<file path="config.mk">
export PLATFORM = sky130hd
export DESIGN_NAME = counter
export DESIGN_NICKNAME = d
export VERILOG_FILES = /design/src/rtl/counter.sv
export SDC_FILE = /design/constraint.sdc
export NUM_CORES = 1
export LEC_CHECK = 0
export ABC_CLOCK_PERIOD_IN_PS = 2300
export CAP_MARGIN = 15
export CORE_AREA = 8 8 45 47
export DETAILED_ROUTE_END_ITERATION = 7
export DIE_AREA = 0 0 53 55
export GPL_ROUTABILITY_DRIVEN = 0
export MAX_ROUTING_LAYER = met4
export SYNTH_ARGS = -nofsm -noshare
export SYNTH_HDL_FRONTEND = slang
export SYNTH_SLANG_ARGS = --single-unit
</file>
<file path="constraint.sdc">
create_clock -name clk -period 2.3 [get_ports clk]
set_input_delay 0.46 -clock clk [delete_from_list [all_inputs] [get_ports clk]]
set_output_delay 0.46 -clock clk [all_outputs]
set_load 0.01 [all_outputs]
</file>
<file path="src/rtl/counter.sv">
// Free-running up-counter with configurable width, step and wrap point; async assert / sync release reset.
// Optional macro COUNTER_SATURATE_EN: saturate at MAX_VALUE instead of wrapping modulo MAX_VALUE+1.
module counter #(
  parameter int unsigned WIDTH       = 8,
  parameter int unsigned STEP        = 1,
  parameter int unsigned MAX_VALUE   = (2 ** WIDTH) - 1,
  parameter int unsigned RESET_VALUE = 0
) (
  output logic [WIDTH-1:0] value,
  input  logic             clk,
  input  logic             reset
);

  localparam int unsigned SUM_W = WIDTH + 1;
  localparam longint unsigned LIMIT = (64'd1 << WIDTH) - 64'd1;

  // Elaboration-time parameter legality checks
  if (WIDTH < 2) begin : g_bad_width
    $error("counter: WIDTH must be >= 2");
  end
  if (64'(MAX_VALUE) > LIMIT) begin : g_bad_max
    $error("counter: MAX_VALUE must fit in WIDTH bits");
  end
  if (STEP < 1 || STEP > MAX_VALUE) begin : g_bad_step
    $error("counter: STEP must satisfy 1 <= STEP <= MAX_VALUE");
  end
  if (RESET_VALUE > MAX_VALUE) begin : g_bad_reset
    $error("counter: RESET_VALUE must be <= MAX_VALUE");
  end

  logic [1:0]       sync;
  logic [SUM_W-1:0] sum;
  logic [WIDTH-1:0] next_value;

  // Next count: one extra bit so the overflow compare never aliases
  always_comb begin
    sum        = {1'b0, value} + SUM_W'(STEP);
    next_value = WIDTH'(sum);
    if (sum > SUM_W'(MAX_VALUE)) begin
`ifdef COUNTER_SATURATE_EN
      next_value = WIDTH'(MAX_VALUE);
`else
      next_value = WIDTH'(sum - SUM_W'(MAX_VALUE) - SUM_W'(1));
`endif
    end
  end

  // sync[1] rises on the 2nd edge after release, so counting begins on the 3rd
  always_ff @(posedge clk or negedge reset) begin
    if (!reset) begin
      sync  <= 2'b00;
      value <= WIDTH'(RESET_VALUE);
    end else begin
      sync <= {sync[0], 1'b1};
      if (sync[1]) begin
        value <= next_value;
      end
    end
  end

endmodule

</file>
# After elaboration in Yosys (flattened, before gate mapping)
# Cells that the tools add are included.
[op_classes] muxes=1 addsub=3 magnitude_cmp=1
[op_table] operator="$add A8 B1 Y9 const B" count=1
[op_table] operator="$gt A9 B8 Y1 const B" count=1
[op_table] operator="$mux W8" count=1
[op_table] operator="$sub A8 B1 Y8 const B" count=1
[op_table] operator="$sub A8 B8 Y8 const B" count=1
[word_totals] regBits=10 inputBits=2 out_inout_bits=8 word_cells=7

# Logic depth before layout (Yosys ltp)
# Gate-level depths: netlist of the first run.
[depth] depth_word=4 ltp_mapped=4 ltp_nobuf=4

# Least setup slack after synthesis of the first run
# No wires, ideal clock.
[synth_timing] path_type="reg2reg" from="reg value[0]" to="reg value[1]" required_time_ns=2.175 setup_ns=0.125 t_arrival_ns=0.974 n_path_buf=0 synth_period_minus_slack_ns=1.099 slack_ns=1.201 path_stages_with_launch=3 cell_sequence="dfrtp_1 ha_1 mux2_2"
[synth_between] elab_chain_len=4 elab_cells_between_ends=5 classes_between="add/sub: 3; order compare: 1; mux: 1"
[synth_lines] item="start, declared" line="9" rtl="output logic [WIDTH-1:0] value,"
[synth_lines] item="start signal, assigned" line="52" rtl="value <= WIDTH'(RESET_VALUE);"
[synth_lines] item="start signal, assigned" line="56" rtl="value <= next_value;"
[synth_lines] item="$add A8 B1 Y9 *" line="37" rtl="sum = {1'b0, value} + SUM_W'(STEP);"
[synth_lines] item="$sub A8 B8 Y8" line="43" rtl="next_value = WIDTH'(sum - SUM_W'(MAX_VALUE) - SUM_W'(1));"
[synth_lines] item="$sub A8 B1 Y8" line="43"
[synth_lines] item="$mux W8 *" line="39" rtl="if (sum > SUM_W'(MAX_VALUE)) begin"
[synth_lines] item="via next_value[1]" line="33" rtl="logic [WIDTH-1:0] next_value;"
# The timed path passes the listed nets; every way through them passes the cells marked *.
# A chain may end at the register's enable or synchronous reset.

# Worst setup path in the final report of the first run
[layout_timing] from="reg value[2]" to="out value[2]"
# No word-level cell between the ends.

==> flow_summary.toml, run 1 <==
[clock_tree]
cts_num_sinks = 10
clkSlewWorstSetupHoldPaths_ns = 0.06
htree_num_levels = 1
cts_inserted_buffers = 3
clk_tree_root_cell = "sky130_fd_sc_hd__clkbuf_4"
postCtsSetupBuffers = 0
cts_max_path_buffers = 2
post_cts_resize_count = 0
cts.hold.buffers_added = 0
tritoncts_clock_tree = "yes"
clock_latency_ns = 0.26

[worst_setup_path]
critical_path_origin = "value[2]"
arrival_ns = 1.27
cp.buffers_inverters = 1
critPathLaunchType = "register"
cell_family_with_most_cp_delay = "buffers and inverters"
crit_path_max_incr_delay_ns = 0.57
timing.critical_path.required_ns = 1.84
worst_r2r_startpoint = "value[0]"
crit_type = "reg -> out"
cp-end-kind = "primary output"
worstPathMaxFanout = 6
cp_cell_sequence = "clkdlybuf4s50_1"
cp_slowest_cell = "sky130_fd_sc_hd__clkdlybuf4s50_1"

[global_routing]
first_global_vias = 265
initial_antenna_violation_count = 0
maximum_number_of_pins_on_one_net_before_global_route_repair = 11
grt_pass1_wl_mm = 1.12
use_met3_pct = 2.41
global_route.overflow_total = 0
gr-usage-all-layers_pct = 5.63
top_usage_layer = "met2"
global_route.usage.met2_pct = 7.42
grt_use_met1_pct = 5.77

[pwr]
ir_drop_uv = 468
power.share.switching_pct = 32.8
pwr-share-seq_pct = 47.1
p_leak_nw = 0.229
total_switching_power_w = 0.000218
intPower_w = 0.000446
share_clk_of_total_power_pct = 17.3
comb_power_share_pct = 35.6
power.density_cell_area_nw_per_um2 = 1280

[sta]
timing_hold_violations_final = 0
fmax_mhz = 578
setup-violations-final = 0
finalMaxSlewViolations = 0
min_period_over_period_pct = 75.2
setup_total_negative_slack_ns = 0
final_period_minus_worst_setup_slack_ns = 1.73
skew_ns = 0.00646
setup_slack_after_layout_ns = 0.570
grt_setup_unrepaired = "no"

[synth]
synth_top_family_by_area = "XOR/XNOR gates"
synth_compound_gate_area_share_pct = 0
yosysUniqueCellTypes = 10
postSynthNetCount = 32
synth.cell_area_um2 = 385
synth.top_cells.by_area = "sky130_fd_sc_hd__dfrtp_1, sky130_fd_sc_hd__xnor2_1, sky130_fd_sc_hd__xor2_1"
synth.ff_latch_count = 10
synth.largest_area_cell = "sky130_fd_sc_hd__dfrtp_1"
synth_sequential_area_ratio_pct = 64.9
synth-adder-area-share_pct = 3.25
instance_count_of_the_mapped_netlist = 29
synth_xor_xnor_area_share_pct = 15.9
synth_simple_gate_area_share_pct = 12.0
postSynthAreaPerCell_um2 = 13.3
netlist.area_leader.share_pct = 64.9
synthesis.yosys.warnings = 0
multiplexer_area_fraction_after_synthesis_pct = 2.92

[route]
drt_drc_violations_left = 0
initialDrtViolationCount = 0
antenna_left = 0
wirelength_um = 675
vias_per_cell = 4.39
wl_per_cell_um = 11.8
route.vias.total = 250
detailedRoute.firstPassIterationCount = 1

[placed_design]
buffer_ports.inserted = 9
dpl_worst_slack_ns = 0.846
dp.final_hpwl_um = 506
place_area_um2 = 495

[worst_hold_path]
worst_hold_startpoint = "sync[0]"
holdCritPathClass = "reg -> reg"

[floorplanning]
core.rowCount = 14
floorplan.core_area_um2 = 1380
initial_core_util_pct = 27.8
die_span_y_um = 55
horizontal_extent_of_the_die_um = 53
die_outline_area_um2 = 2920
count_of_boundary_i_o_pins = 10

[finish]
seq_area_um2 = 250
drive_gt1_share_pct = 9.76
diodes = 0
layout.filler_cells = 144
multiInputGateArea_um2 = 135
layout-area-overhead-vs-synth_pct = 34.4
nets = 46
final_instance_area_um2 = 518

[outcome]
run_status = "completed"

[flow_run]
max_cap_violations = 0
## logic make-up (layout without fill, tap and decap cells)
kind of cell | count (synthesis) | in the layout
multiplexers | 1 | 1
flip-flops | 10 | 10
XOR/XNOR | 7 | 7
buffers and inverters | 0 | 12
adder cells (fa/ha/maj) | 1 | 1
AND/OR/NAND/NOR | 9 | 9
other | 1 | 1
## power by group through the flow
stage / Sequential [W] / Clock (W) / Combinational [W]
after floorplan: 0.000329 / 0 / 0.0000809
after global placement: 0.000306 / 0 / 0.000240
after detailed placement: 0.000315 / 0 / 0.000240
after CTS: 0.000313 / 0.000118 / 0.000241
after global routing: 0.000328 / 0.000125 / 0.000261
final: 0.000312 / 0.000115 / 0.000236
## synth_stat cells
cell                      number
sky130_fd_sc_hd__and3_1        1
sky130_fd_sc_hd__nor2_1        2
sky130_fd_sc_hd__conb_1        1
sky130_fd_sc_hd__mux2_2        1
sky130_fd_sc_hd__ha_1          1
sky130_fd_sc_hd__dfrtp_1      10
sky130_fd_sc_hd__nand4_1       4
sky130_fd_sc_hd__xor2_1        3
sky130_fd_sc_hd__nand2_1       2
sky130_fd_sc_hd__xnor2_1       4
## cell usage in the layout (no fill, tap or decap)
cell / count
sky130_fd_sc_hd__dfrtp_1: 10
sky130_fd_sc_hd__nand2_1: 2
sky130_fd_sc_hd__mux2_2: 1
sky130_fd_sc_hd__nor2_1: 2
sky130_fd_sc_hd__conb_1: 1
sky130_fd_sc_hd__clkbuf_4: 3
sky130_fd_sc_hd__xnor2_1: 4
sky130_fd_sc_hd__xor2_1: 3
sky130_fd_sc_hd__and3_1: 1
sky130_fd_sc_hd__clkdlybuf4s50_1: 9
sky130_fd_sc_hd__nand4_1: 4
sky130_fd_sc_hd__ha_1: 1
## path summary, 6_finish.rpt
kind	cells after the start	endpoint	slack, ns
hold / removal	0	sync[1]	0.35
setup reg to reg	2	value[1]	1.19
setup / recovery	1	value[2]	0.57
min in group asynchronous	1	value[2]	0.51
hold reg to reg	0	sync[1]	0.35
max in group asynchronous	1	value[1]	1.49
## registers in the layout, summed over array words and instances, names as in the netlist
register and flops:
sync 2, value 8
## metrics by stage
| step | instances | utilization [%] | total power [W] | hold slack [ns] |
|---|---|---|---|---|
| 2_1_floorplan | 29 | - | 0.000410 | 0.164 |
| 6_report | 57 | 37.4 | 0.000663 | 0.352 |
| 3_3_place_gp | 54 | 35.8 | 0.000546 | 0.339 |
| 4_1_cts | 57 | 37.4 | 0.000672 | 0.354 |
| 5_1_grt | 57 | 37.4 | 0.000714 | 0.355 |
| 3_5_place_dp | 54 | 35.8 | 0.000555 | 0.340 |
## area by class of cell
class / instances / area share (%)
clock buffers: 3 / 4.35
multi-input cells: 19 / 26.1
flip-flops and latches: 10 / 48.3
well taps: 16 / 3.86
repair buffers: 9 / 17.4
## metal layers
metal	share of wire (%)	routed length (um)
met1	47	318
met2	41	277
met3	12	79
met4	0	0
met5	0	0
(Power assumes the default switching activity.)
==> inputs of run 2 (changes only) <==
--- a/config.mk
+++ b/config.mk
@@ -5,7 +5,7 @@
 export SDC_FILE = /design/constraint.sdc
 export NUM_CORES = 1
 export LEC_CHECK = 0
-export ABC_CLOCK_PERIOD_IN_PS = 2300
+export ABC_CLOCK_PERIOD_IN_PS = 1440
 export CAP_MARGIN = 15
 export CORE_AREA = 8 8 45 47
 export DETAILED_ROUTE_END_ITERATION = 7
==> constraint.sdc (replaced) <==
create_clock -name clk -period 1.44 [get_ports clk]
set_input_delay 0.288 -clock clk [delete_from_list [all_inputs] [get_ports clk]]
set_output_delay 0.288 -clock clk [all_outputs]
set_load 0.01 [all_outputs]
==> run 2 against run 1 <==
Core utilization grew 0.90 points; flip-flop and latch count is the same; via count grew 4.0%; sequential power grew 49%; global-route usage is the same; hold slack lost 0.022 ns; critical path type unchanged; largest cell class unchanged.
==> flow_summary.toml, run 2 (synthesis gave the netlist of run 1 again) <==
[outcome]
run_status = "completed"

[worst_setup_path]
cp-end-kind = "primary output"
crit_path_max_incr_delay_ns = 0.43
arrival_ns = 1.00
cp.buffers_inverters = 1
critPathLaunchType = "register"
timing.critical_path.required_ns = 1.15
cp_slowest_cell = "sky130_fd_sc_hd__dfrtp_1"
crit_cells = 1
worstPathMaxFanout = 5
cell_family_with_most_cp_delay = "flip-flops"
crit_type = "reg -> out"
cp_cell_sequence = "dlygate4sd2_1"
worst_reg2reg_path_depth = 2

[finish]
largest_register_ffs = 8
biggestRegsByFlops = "value x8, sync x2"
drive_gt1_share_pct = 14.0
mostFrequentLayoutCells = "sky130_fd_sc_hd__dfrtp_1, sky130_fd_sc_hd__dlygate4sd2_1, sky130_fd_sc_hd__xnor2_1, sky130_fd_sc_hd__nand4_1"
layout.filler_cells = 144
diodes = 0
max_flop_register = "value"
nets = 48
layout_commonest_cell = "sky130_fd_sc_hd__dfrtp_1"
layout-area-overhead-vs-synth_pct = 37.7

[floorplanning]
core.rowCount = 14
count_of_boundary_i_o_pins = 10
floorplan.core_area_um2 = 1380
die_outline_area_um2 = 2920
horizontal_extent_of_the_die_um = 53
initial_core_util_pct = 27.8
die_span_y_um = 55

[route]
detailedRoute.firstPassIterationCount = 2
initialDrtViolationCount = 1
route.vias.total = 260
wl_per_cell_um = 11.5
antenna_left = 0
drt_drc_violations_left = 0
vias_per_cell = 4.41
wirelength_um = 681

[clock_tree]
tritoncts_clock_tree = "yes"
clk_tree_root_cell = "sky130_fd_sc_hd__clkbuf_4"
cts_inserted_buffers = 3
clkSlewWorstSetupHoldPaths_ns = 0.07
htree_num_levels = 1
cts_num_sinks = 10
clock_latency_ns = 0.26
cts_max_path_buffers = 2

[sta]
grt_setup_unrepaired = "no"
min_period_over_period_pct = 89.3
setup-violations-final = 0
timing_hold_violations_final = 0
setup_slack_after_layout_ns = 0.154
setup_total_negative_slack_ns = 0
final_period_minus_worst_setup_slack_ns = 1.29
fmax_mhz = 778
finalMaxSlewViolations = 0
skew_ns = 0.00706

[global_routing]
global_route.overflow_total = 0
maximum_number_of_pins_on_one_net_before_global_route_repair = 11
first_global_vias = 271
grt_pass1_wl_mm = 1.12
gr-usage-all-layers_pct = 5.63
initial_antenna_violation_count = 0

[placed_design]
dpl_worst_slack_ns = 0.158
dp.final_hpwl_um = 506
buffer_ports.inserted = 9

[pwr]
p_leak_nw = 0.275
ir_drop_uv = 663
power.density_cell_area_nw_per_um2 = 1980
total_power_w = 0.00105

[flow_run]
max_cap_violations = 0

[worst_hold_path]
holdCritPathClass = "in -> async"
[run 2: changes by cell type in the layout (fill, tap and decap cells not counted), sizes merged]
cell,previous run,this run
clkdlybuf4s50,9,1
buf,0,2
dlygate4sd2,0,6
dlymetal6s2s,0,2
[run 2: path summary, 6_finish.rpt]
check	start	to	slack, ns
worst min register to register	sync[0]	sync[1]	0.35
worst min-delay path	reset	value[2]	0.33
min in group clk	sync[0]	sync[1]	0.35
max in group asynchronous	reset	value[1]	0.81
worst max-delay path	value[0]	value[0]	0.15
worst max register to register	value[0]	value[1]	0.33
[run 2: timing repair]
action                                  4_1_cts  5_1_grt
pin swaps                                     0        0
setup buffers                                 2        0
hold buffers                                  0        0
resized for setup                             6        2
endpoints found under the setup margin        8        2
hold endpoints to repair                      0        0
gates cloned                                  0        0
[run 2: per-stage QoR]
| step | cell area (um^2) | hold slack [ns] | cells | utilization [%] |
|---|---|---|---|---|
| floorplan | 385 | -0.00759 | 29 | - |
| global placement | 495 | 0.339 | 54 | 35.8 |
| global route | 531 | 0.355 | 59 | 38.3 |
| CTS | 526 | 0.346 | 59 | 38.0 |
| finish | 531 | 0.330 | 59 | 38.3 |
| detailed placement | 495 | 0.340 | 54 | 35.8 |
[run 2: power breakdown]
group | internal (W) | total (W) | switching, W
Clock | 0.0000961 | 0.000184 | 0.0000882
Sequential | 0.000376 | 0.000464 | 0.0000873
Combinational | 0.000225 | 0.000401 | 0.000176
Total | 0.000697 | 0.00105 | 0.000352
[run 2: cell type report]
type	count	area, um^2	area share (%)
multi-input cells	19	135	25.5
clock buffers	3	22.5	4.25
flip-flops and latches	10	250	47.2
well taps	16	20.0	3.77
repair buffers	11	103	19.3
[run 2: layer usage]
metal / track usage [%] / vias up / share of wire [%]
met2: 7.62 / 8 / 43
met5: - / - / 0
met4: 6.47 / 0 / 0
met1: 5.62 / 125 / 46
li1: - / 127 / -
met3: 2.41 / 0 / 11
